$ cat src/rtl/spi_master_multi.sv
// ---------------------------------------------------------------------------
// spi_master_multi
//
// Parametrised SPI master. One transfer of DATA_W bits per accepted start
// pulse, MSB first, with runtime CPOL/CPHA selection and NUM_CS one-hot
// active-low chip selects.
//
// Handshake: start is a single-cycle request, honoured only while the block
// is idle. On acceptance the word, slave index and mode are latched, busy
// rises on the following cycle and stays high until the cycle in which done
// pulses for one cycle. done and the MISO_data update happen together; a new
// start may be presented in that same done cycle.
//
// Frame timing (CLK_DIV clk cycles per unit):
//   SETUP : 1 unit, CS asserted, SCK at idle level, MOSI preloaded (cpha=0)
//   XFER  : 2*DATA_W units; SCK toggles at the start of each unit, so the
//           first (leading) edge lands on XFER entry and the 2*DATA_W-th
//           edge returns SCK to its idle level for the final unit
//   HOLD  : 1 unit, CS still asserted, SCK idle
// Start-to-done latency is (2*DATA_W+2)*CLK_DIV+1 clk cycles.
//
// Ports:
//   clk, rst_n      clock, asynchronous active-low reset
//   start           transfer request (sampled in IDLE only)
//   MOSI_data       word to send
//   cs_sel          slave index; values >= NUM_CS select no slave
//   cpol, cpha      SPI mode
//   busy, done      transfer status
//   MISO_data       last received word
//   MISO            serial input
//   MOSI, SCK       serial output and clock
//   CS_n            active-low chip selects
//   state_dbg       current FSM state (IDLE=0, SETUP=1, XFER=2, HOLD=3)
// ---------------------------------------------------------------------------
module spi_master_multi #(
  parameter int DATA_W  = 8,
  parameter int CLK_DIV = 4,
  parameter int NUM_CS  = 1,
  parameter int CS_W    = (NUM_CS > 1) ? $clog2(NUM_CS) : 1
) (
  input  logic              clk,
  input  logic              rst_n,
  input  logic              start,
  input  logic [DATA_W-1:0] MOSI_data,
  input  logic [CS_W-1:0]   cs_sel,
  input  logic              cpol,
  input  logic              cpha,
  output logic              busy,
  output logic              done,
  output logic [DATA_W-1:0] MISO_data,
  input  logic              MISO,
  output logic              MOSI,
  output logic              SCK,
  output logic [NUM_CS-1:0] CS_n,
  output logic [1:0]        state_dbg
);

  localparam int DIV_W  = (CLK_DIV > 1) ? $clog2(CLK_DIV) : 1;
  localparam int EDGE_W = $clog2(2 * DATA_W);

  localparam logic [DIV_W-1:0]  DIV_LAST  = DIV_W'(CLK_DIV - 1);
  localparam logic [EDGE_W-1:0] EDGE_LAST = EDGE_W'(2 * DATA_W - 1);

  localparam logic [1:0] S_IDLE  = 2'd0;
  localparam logic [1:0] S_SETUP = 2'd1;
  localparam logic [1:0] S_XFER  = 2'd2;
  localparam logic [1:0] S_HOLD  = 2'd3;

  logic [1:0]        state;
  logic [DIV_W-1:0]  div_cnt;
  logic [EDGE_W-1:0] edge_cnt;
  logic [DATA_W-1:0] tx_sh;
  logic [DATA_W-1:0] rx_sh;
  logic              cpha_q;

  logic              div_last;
  logic              edge_fire;
  logic [EDGE_W-1:0] edge_idx;
  logic [NUM_CS-1:0] cs_dec;

  assign state_dbg = state;

  // One-hot active-low decode of the requested slave. An out-of-range index
  // matches no bit, so the frame runs with every select left high.
  always_comb begin
    cs_dec = '1;
    for (int i = 0; i < NUM_CS; i++) begin
      if (cs_sel == CS_W'(i)) cs_dec[i] = 1'b0;
    end
  end

  // SCK edge scheduling. Edge index 0 is produced on the SETUP->XFER
  // transition; edges 1..2*DATA_W-1 are produced at each later unit
  // boundary inside XFER. Even indices are leading edges, odd trailing.
  always_comb begin
    div_last  = (div_cnt == DIV_LAST);
    edge_fire = 1'b0;
    edge_idx  = '0;
    if (state == S_SETUP) begin
      edge_fire = div_last;
      edge_idx  = '0;
    end else if (state == S_XFER) begin
      edge_fire = div_last && (edge_cnt != EDGE_LAST);
      edge_idx  = edge_cnt + 1'b1;
    end
  end

  always_ff @(posedge clk or negedge rst_n) begin
    if (!rst_n) begin
      state     <= S_IDLE;
      div_cnt   <= '0;
      edge_cnt  <= '0;
      tx_sh     <= '0;
      rx_sh     <= '0;
      cpha_q    <= 1'b0;
      busy      <= 1'b0;
      done      <= 1'b0;
      MISO_data <= '0;
      MOSI      <= 1'b0;
      SCK       <= 1'b0;
      CS_n      <= '1;
    end else begin
      done <= 1'b0;

      case (state)
        S_IDLE: begin
          SCK  <= cpol;
          MOSI <= 1'b0;
          CS_n <= '1;
          if (start) begin
            state    <= S_SETUP;
            busy     <= 1'b1;
            CS_n     <= cs_dec;
            cpha_q   <= cpha;
            rx_sh    <= '0;
            div_cnt  <= '0;
            edge_cnt <= '0;
            // tx_sh[MSB] always holds the next bit to put on MOSI. With
            // cpha=0 the MSB goes out immediately, so the register starts
            // one bit ahead.
            if (cpha) begin
              tx_sh <= MOSI_data;
            end else begin
              tx_sh <= {MOSI_data[DATA_W-2:0], 1'b0};
              MOSI  <= MOSI_data[DATA_W-1];
            end
          end
        end

        S_SETUP: begin
          if (div_last) begin
            state    <= S_XFER;
            div_cnt  <= '0;
            edge_cnt <= '0;
          end else begin
            div_cnt <= div_cnt + 1'b1;
          end
        end

        S_XFER: begin
          if (div_last) begin
            div_cnt <= '0;
            if (edge_cnt == EDGE_LAST) begin
              state <= S_HOLD;
            end else begin
              edge_cnt <= edge_cnt + 1'b1;
            end
          end else begin
            div_cnt <= div_cnt + 1'b1;
          end
        end

        S_HOLD: begin
          if (div_last) begin
            state     <= S_IDLE;
            div_cnt   <= '0;
            busy      <= 1'b0;
            done      <= 1'b1;
            CS_n      <= '1;
            MOSI      <= 1'b0;
            MISO_data <= rx_sh;
          end else begin
            div_cnt <= div_cnt + 1'b1;
          end
        end
      endcase

      if (edge_fire) begin
        SCK <= ~SCK;
        if (!edge_idx[0]) begin
          // Leading edge: cpha=1 launches a bit, cpha=0 captures one.
          if (cpha_q) begin
            MOSI  <= tx_sh[DATA_W-1];
            tx_sh <= {tx_sh[DATA_W-2:0], 1'b0};
          end else begin
            rx_sh <= {rx_sh[DATA_W-2:0], MISO};
          end
        end else begin
          // Trailing edge: cpha=1 captures, cpha=0 launches the next bit.
          // The final trailing edge has no next bit, so MOSI keeps the LSB.
          if (cpha_q) begin
            rx_sh <= {rx_sh[DATA_W-2:0], MISO};
          end else if (edge_idx != EDGE_LAST) begin
            MOSI  <= tx_sh[DATA_W-1];
            tx_sh <= {tx_sh[DATA_W-2:0], 1'b0};
          end
        end
      end
    end
  end

endmodule
$ cat config.mk
export PLATFORM = sky130hd
export DESIGN_NAME = spi_master_multi
export DESIGN_NICKNAME = d
export VERILOG_FILES = /design/src/rtl/spi_master_multi.sv
export SDC_FILE = /design/constraint.sdc
export NUM_CORES = 1
export LEC_CHECK = 0
export CAP_MARGIN = 10
export CELL_PAD_IN_SITES_DETAIL_PLACEMENT = 1
export CELL_PAD_IN_SITES_GLOBAL_PLACEMENT = 1
export CORE_MARGIN = 4
export CORE_UTILIZATION = 34
export DETAILED_ROUTE_END_ITERATION = 10
export DONT_BUFFER_PORTS = 1
export HOLD_SLACK_MARGIN = 0.03
export PLACE_DENSITY_LB_ADDON = 0.1
export SLEW_MARGIN = 15
export SYNTH_ARGS = -nofsm -noshare
export SYNTH_HDL_FRONTEND = slang
export SYNTH_SLANG_ARGS = --single-unit
$ cat constraint.sdc
create_clock -name clk -period 2.67 [get_ports clk]
set_input_delay 0.801 -clock clk [delete_from_list [all_inputs] [get_ports clk]]
set_output_delay 0.801 -clock clk [all_outputs]
set_load 0.03 [all_outputs]
### Word level (Yosys, flattened, before mapping)

Index checks and enable logic that the tools add are counted.
W data, S select, Z words.

| cells by class | value |
|---|---|
| add/sub/neg operators | 2 |
| equal/unequal tests | 13 |
| muxes and demuxes | 52 |
| bitwise operators | 1 |
| reductions and logical operators | 12 |

Operator list:

| kind | count |
|---|---|
| $mux W8 | 14 |
| $mux W4 | 6 |
| $mux W1 | 19 |
| $mux W2 | 7 |
| $pmux W4 S3 | 1 |
| $ne A2 B2 Y1 const B | 5 |
| $reduce_and A5 Y1 | 2 |
| $ne A4 B4 Y1 const B | 2 |
| $pmux W2 S4 | 1 |
| $eq A2 B2 Y1 const B | 3 |
| $pmux W1 S2 | 3 |
| $reduce_and A2 Y1 | 3 |
| $add A4 B1 Y4 const B | 1 |
| $eq A4 B4 Y1 const B | 1 |
| $pmux W2 S2 | 1 |
| $reduce_bool A2 Y1 | 2 |
| $reduce_and A3 Y1 | 1 |
| $reduce_bool A3 Y1 | 1 |
| $reduce_or A3 Y1 | 1 |
| $add A2 B1 Y2 const B | 1 |
| $eq A2 B1 Y1 const B | 1 |
| $logic_not A2 Y1 | 1 |
| $ne A2 B1 Y1 const B | 1 |
| $logic_and A1 B1 Y1 | 1 |
| $not A1 Y1 | 1 |

| storage, ports and cells | value |
|---|---|
| flip-flop bits (word level) | 38 |
| input port bits | 15 |
| word-level logic and storage cells | 92 |

### Depth between registers and ports, before layout

Gate-level depths: netlist of run 1.

| depth | value |
|---|---|
| depth in word-level cells | 8 |
| depth in mapped cells | 8 |

### Worst setup path before layout of run 1

Ideal clock, no wire load.

| timing | value |
|---|---|
| path kind | register to register |
| start point | register state[0] (netlist: state_dbg[0]) |
| end point | register MOSI |
| library setup time | 0.125 ns |
| arrival time | 1.977 ns |
| setup slack | 0.568 ns |
| stages on the path, launching flop included | 8 |
| period minus slack after synthesis | 2.102 ns |
| cell sequence | dfrtp_1 > inv_1 > ha_1 > buf_2 > nand2_1 > a221o_1 > a32oi_4 > mux2_2 |

| between the ends | value |
|---|---|
| word-level cells in the longest chain between the ends | 8 |
| elaborated cells between the ends (all ways) | 15 |
| classes of those cells | 4 x eq/ne; 10 x mux; 1 x reduce/logical |

Ends and longest elaborated chain:

| what | line | RTL |
|---|---|---|
| start: declaration | 69 | `logic [1:0] state;` |
| start signal: assignment | 110 | `state <= S_IDLE;` |
| start signal: assignment | 131 | `state <= S_SETUP;` |
| start signal: assignment | 152 | `state <= S_XFER;` |
| $eq A2 B2 Y1 | 102 | `end else if (state == S_XFER) begin` |
| $mux W4 | 102 |  |
| $mux W4 | 99 | `if (state == S_SETUP) begin` |
| $ne A4 B4 Y1 | 203 | `end else if (edge_idx != EDGE_LAST) begin` |
| $mux W1 | 203 |  |
| $mux W1 | 201 | `if (cpha_q) begin` |
| $mux W1 | 190 | `if (!edge_idx[0]) begin` |
| $mux W1 * | 188 | `if (edge_fire) begin` |
| end signal: assignment | 145 | `MOSI <= MOSI_data[DATA_W-1];` |
| end signal: assignment | 193 | `MOSI <= tx_sh[DATA_W-1];` |
| end signal: assignment | 204 | `MOSI <= tx_sh[DATA_W-1];` |
| end: declaration | 52 | `output logic MOSI,` |

Mark *: on every way between the ends. The rest lies on a longest branch, timed or not.
A chain may end at the register's enable or synchronous reset.

### Final worst setup path of run 1

| timing | value |
|---|---|
| start point | register state[1] (netlist: state_dbg[1]) |
| end point | register tx_sh[4] |

| between the ends | value |
|---|---|
| word-level cells in the longest chain between the ends | 8 |
| elaborated cells between the ends (all ways) | 14 |
| classes of those cells | 3 x eq/ne; 10 x mux; 1 x reduce/logical |

Ends and longest elaborated chain:

| what | line | RTL |
|---|---|---|
| $eq A2 B2 Y1 | 102 |  |
| $mux W4 | 102 |  |
| $mux W4 | 99 |  |
| $ne A4 B4 Y1 | 203 |  |
| $mux W8 | 203 |  |
| $mux W8 | 201 |  |
| $mux W8 | 190 |  |
| $mux W8 * | 188 |  |
| end signal: assignment | 144 | `tx_sh <= {MOSI_data[DATA_W-2:0], 1'b0};` |
| end signal: assignment | 194 | `tx_sh <= {tx_sh[DATA_W-2:0], 1'b0};` |
| end signal: assignment | 205 | `tx_sh <= {tx_sh[DATA_W-2:0], 1'b0};` |
| end: declaration | 72 | `logic [DATA_W-1:0] tx_sh;` |

Marks and branches as above.

==> flow_summary.toml, run 1 <==
[critical_path]
critPathTopFamily = "compound AO/OA/AOI/OAI gates"
crit_cells = 5
worstSetupPathType = "flop to flop"
crit_slowest_cell = "dfrtp_1"
endpoint_kind = "flop"
required_ns = 2.83
reg2reg_depth = 5
path_cells = "ha_1 > nand2_1 > a221o_1 > a32oi_4 > mux2_2"
r2r_slack_ns = 0.32
critPathMaxStageDelay_ns = 0.57
crit_path_start_kind = "flop"
cp_data_arrival_time_ns = 2.51
crit_fanout = 11
critical_path_buf_inv_count = 0

[placed_design]
placed_area_sq_um = 2040
dp_hpwl_microns = 3250
place.gp.congestion = 0.758
dp.cells = 251
pre_cts_slack_ns = 0.328
io_buffers = 0

[sta]
layout_min_cycle_time_ns = 2.35
finalMaxSlewViolations = 0
rsz0062_at_grt = "no"
tightest_slew_ns = 0.502
fin_ws_ns = 0.324
finalSetupViolCount = 0
hold_viol = 0
whs_ns = 0.199
tns_ns = 0
max_slew_margin = 0.664
max_freq_mhz = 426
clock_skew_ns = 0.00957
fin_crit_sh = 0.879

[clock_tree]
cts_resized = 0
cts_buffer_depth = 2
ctsHoldBuffers = 0
clk_latency_ns = 0.29
cts-root-buf = "clkbuf_8"
postCtsSetupBuffers = 0
cts.reportedPaths.clkPinSlew_ns = 0.08
cts_made_buffers = 5
cts_tree = "yes"
cts.sinks = 38
cts.htree.levels = 2

[floorplan]
ioPinCount = 30
start_util = 0.351
die_area_sq_um = 7000
fp-row-count = 27
die_y_microns = 83.7
core_sq_um = 5540
dieWidth_microns = 83.7

[layout]
diodes = 0
fill_cells = 643
fin_util = 0.384
syn_to_final_growth_pct = 9.25
design_area_sq_um = 2130
final_nets = 207
multiInputGateArea_sq_um = 933
drive_above_1_share = 0.198
layout.cells.non_filler = 259
ff_latch_area_sq_um = 952

[detailed_routing]
drtAntennaViolNets = 0
viasPerCell = 5.25
routedWlPerCell_microns = 17.2
vias = 1361
drt_first_pass_iters = 4
routed_wl_microns = 4460
drt_iter0_drc = 31
remaining_drc_errors = 0

[worst_hold_path]
hold_class = "input port to async pin"

[synth]
avgSynthCellArea_sq_um = 10.6
yosys_warnings = 0
synth_ff_type = "dfrtp_1"
synthTopCellsByArea = "dfrtp_1 48%, mux2_2 11%, o21ai_0 5.4%"
synth_nets = 204
synth_compound_area_frac = 0.148
yosysSeqAreaShare = 0.489
ys_seq_elements = 38
synth_fa_ha_area_frac = 0.0386
synthesis.area_sq_um = 1950
synth-edff-count = 0
syn_inst = 183
synthArstFlopShare = 1.00
yosys.area_share.simple = 0.131
synthMuxAreaShare = 0.161
synth_top_family_by_area = "multiplexers"
synth_top_cell_by_area = "dfrtp_1"
synth_xor_xnor_area_share = 0
yosysTopAreaCellShare = 0.476
synth_cell_type_count = 36

[power_and_ir_drop]
power_frac_seq = 0.582
combPwrFrac = 0.012
power.density_nw_per_um2 = 472
finalPower_mw = 1.00
internal_power_mw = 0.796
swShare = 0.206
switching_power_mw = 0.207
clockPowerShare = 0.406
leakage_nw = 1.00
peakVddDrop_mv = 0.229

[global_route]
grt_max_degree = 39
grt_first_pass_wirelength_microns = 7650
grt_usage = 0.137
antenna_found_initial = 0
grt_overflow = 0
grt_pass1_vias = 1510

[run_status]
status = "finished clean"

[flow_run]
drv_cap = 0
==> cells in the final DEF, fill, tap and decap left out, drive strengths merged, types with 2 or more instances in the layout <==
master	netlist	layout
mux2i	10	10
o21ai	21	21
o22ai	2	2
nand2b	2	2
nor2	7	7
nand2	24	24
a21o	2	2
ha	6	6
a22o	5	5
a21oi	2	2
nand3	11	11
o31ai	2	2
dfrtp	37	37
buf	1	4
mux2	19	19
clkbuf	7	7
inv	8	8
and2	2	2
nand3b	2	2
==> cell usage after synthesis, types with 2 or more instances <==
cell type  count
dfrtp_1       37
nand2_1       24
o21ai_0       21
mux2_2        19
mux2i_1       10
nand3_1       10
inv_1          8
clkbuf_1       7
nor2_1         7
ha_1           6
a22o_1         5
a21oi_1        2
nand2b_1       2
nand3b_1       2
o31ai_1        2
==> registers in the layout, summed over array words and instances, names as in the netlist <==
signal and cells:
CS_n 1, MISO_data 8, MOSI 1, SCK 1, busy 1, cpha_q 1, div_cnt 2, done 1
edge_cnt 4, rx_sh 8, state_dbg 2, tx_sh 8
==> cells by family (layout without fill, tap and decap cells) <==
family | after synthesis | in the layout
compound gates | 41 | 41
fa+ha+maj | 6 | 6
buf+inv | 16 | 20
flops | 38 | 38
mux | 29 | 29
simple gates | 53 | 53
==> cell type report <==
class                   instances  share of cell area
well taps                      72              0.0424
flip-flops and latches         38               0.448
multi-input cells             129               0.439
inverters                       8              0.0141
clock buffers                   7              0.0406
repair buffers                  4              0.0141
clock inverters                 1             0.00235
==> power groups by stage <==
stage / registers, mW / clock network (mW) / logic [mW]
3_3_place_gp: 0.595 / 0 / 0.0117
4_1_cts: 0.584 / 0.426 / 0.0124
3_5_place_dp: 0.595 / 0 / 0.0123
5_1_grt: 0.584 / 0.453 / 0.0135
6_report: 0.584 / 0.407 / 0.0123
2_1_floorplan: 0.594 / 0 / 0.0134
==> metal layers <==
| layer | wire (microns) | track usage | part of all wire | up-vias |
|---|---|---|---|---|
| li1 | - | - | - | 652 |
| met1 | 2010 | 0.167 | 0.45 | 687 |
| met2 | 2230 | 0.236 | 0.50 | 18 |
| met3 | 178 | 0.0405 | 0.040 | 4 |
| met4 | 36 | 0.0351 | 0.0081 | 0 |
| met5 | 0 | 0 | 0 | - |
==> final timing paths <==
kind | startpoint | to
hold / removal | rst_n | state_dbg[0]
setup reg to reg | state_dbg[1] | tx_sh[4]
hold reg to reg | div_cnt[0] | div_cnt[0]
min in group clk | div_cnt[0] | div_cnt[0]
setup / recovery | state_dbg[1] | tx_sh[4]
max in group asynchronous | rst_n | CS_n
(Power assumes the default switching activity.)
==> run 2, diff against run 1 <==
--- a/config.mk
+++ b/config.mk
@@ -8,6 +8,7 @@
 export CAP_MARGIN = 10
 export CELL_PAD_IN_SITES_DETAIL_PLACEMENT = 1
 export CELL_PAD_IN_SITES_GLOBAL_PLACEMENT = 1
+export CORE_ASPECT_RATIO = 2
 export CORE_MARGIN = 4
 export CORE_UTILIZATION = 34
 export DETAILED_ROUTE_END_ITERATION = 10
==> flow_summary.toml, run 2 (synthesis gave the netlist of run 1 again) <==
[layout]
multiInputGateArea_sq_um = 933
fin_util = 0.394
final_common_cell = "dfrtp_1"
drive_above_1_share = 0.207
fill_cells = 634
final_nets = 208
design_area_sq_um = 2170
layout.cells.non_filler = 248
syn_to_final_growth_pct = 11.5
ff_latch_area_sq_um = 952
final_cell_mix = "37 x dfrtp_1, 24 x nand2_1, 21 x o21ai_0"
reg_top3 = "MISO_data: 8 flops, rx_sh: 8 flops, tx_sh: 8 flops"
diodes = 0

[detailed_routing]
routedWlPerCell_microns = 18.5
drtAntennaViolNets = 0
viasPerCell = 5.78
drt_first_pass_iters = 4
remaining_drc_errors = 0
vias = 1433
drt_iter0_drc = 36
routed_wl_microns = 4590

[clock_tree]
cts.reportedPaths.clkPinSlew_ns = 0.08
postCtsSetupBuffers = 0
cts.htree.levels = 2
clk_latency_ns = 0.29
cts-root-buf = "clkbuf_8"
cts_tree = "yes"
cts_buffer_depth = 2
cts_resized = 0
cts.sinks = 38
cts_made_buffers = 5
ctsHoldBuffers = 0

[sta]
finalSetupViolCount = 0
max_slew_margin = 0.620
fin_ws_ns = 0.333
clock_skew_ns = 0.00812
tightest_slew_ns = 0.567
rsz0062_at_grt = "no"
tns_ns = 0
layout_min_cycle_time_ns = 2.34
max_freq_mhz = 428
hold_viol = 0
whs_ns = 0.196
fin_crit_sh = 0.875
finalMaxSlewViolations = 0

[critical_path]
crit_path_start_kind = "flop"
worstSetupPathType = "flop to flop"
endpoint_kind = "flop"
r2r_slack_ns = 0.33
crit_fanout = 11
reg2reg_depth = 6
cp_data_arrival_time_ns = 2.52
required_ns = 2.85

[power_and_ir_drop]
power.density_nw_per_um2 = 557
finalPower_mw = 1.21
leakage_nw = 1.03
peakVddDrop_mv = 0.449

[floorplan]
start_util = 0.353
ioPinCount = 30
die_area_sq_um = 7070
core_sq_um = 5520
fp-row-count = 38
dieWidth_microns = 61.5
die_y_microns = 115

[placed_design]
io_buffers = 0
dp_hpwl_microns = 3470
placed_area_sq_um = 2030
dp.cells = 240
place.gp.congestion = 0.726
pre_cts_slack_ns = 0.317

[global_route]
grt_pass1_vias = 1647
grt_usage = 0.143
antenna_found_initial = 0
grt_first_pass_wirelength_microns = 7530
grt_overflow = 0
grt_max_degree = 39

[run_status]
status = "finished clean"

[worst_hold_path]
hold_class = "input port to async pin"

[flow_run]
drv_cap = 0
run 2: report_power, final:
group          internal, mW  switching [mW]  total [mW]
registers             0.580         0.00393       0.584
clock network         0.399           0.215       0.614
logic               0.00807         0.00366      0.0117
run 2: critical path, stage by stage, from the launching register on:
cell      delay [ns]
dfrtp_1         0.57
ha_1            0.49
nor2_1          0.10
o211ai_1        0.49
nor2_1          0.13
mux2_2          0.29
a22o_1          0.17
run 2: final timing paths:
check / start / to
setup / recovery: state_dbg[1] / edge_cnt[0]
hold / removal: rst_n / edge_cnt[0]
setup reg to reg: state_dbg[1] / edge_cnt[0]
hold reg to reg: div_cnt[1] / div_cnt[1]
max in group asynchronous: rst_n / CS_n
min in group clk: div_cnt[1] / div_cnt[1]
run 2: per-layer routing:
metal	global-route usage	part of all wire	up-vias
met5	0	0	-
met4	0.0609	0.024	0
met1	0.136	0.35	734
met2	0.269	0.57	33
li1	-	-	659
met3	0.0348	0.053	7
run 2: area by class of cell:
class / count / area share
inverters: 8 / 0.0138
multi-input cells: 129 / 0.430
well taps: 60 / 0.0346
repair buffers: 5 / 0.0173
clock inverters: 2 / 0.0277
flip-flops and latches: 38 / 0.439
clock buffers: 6 / 0.0380
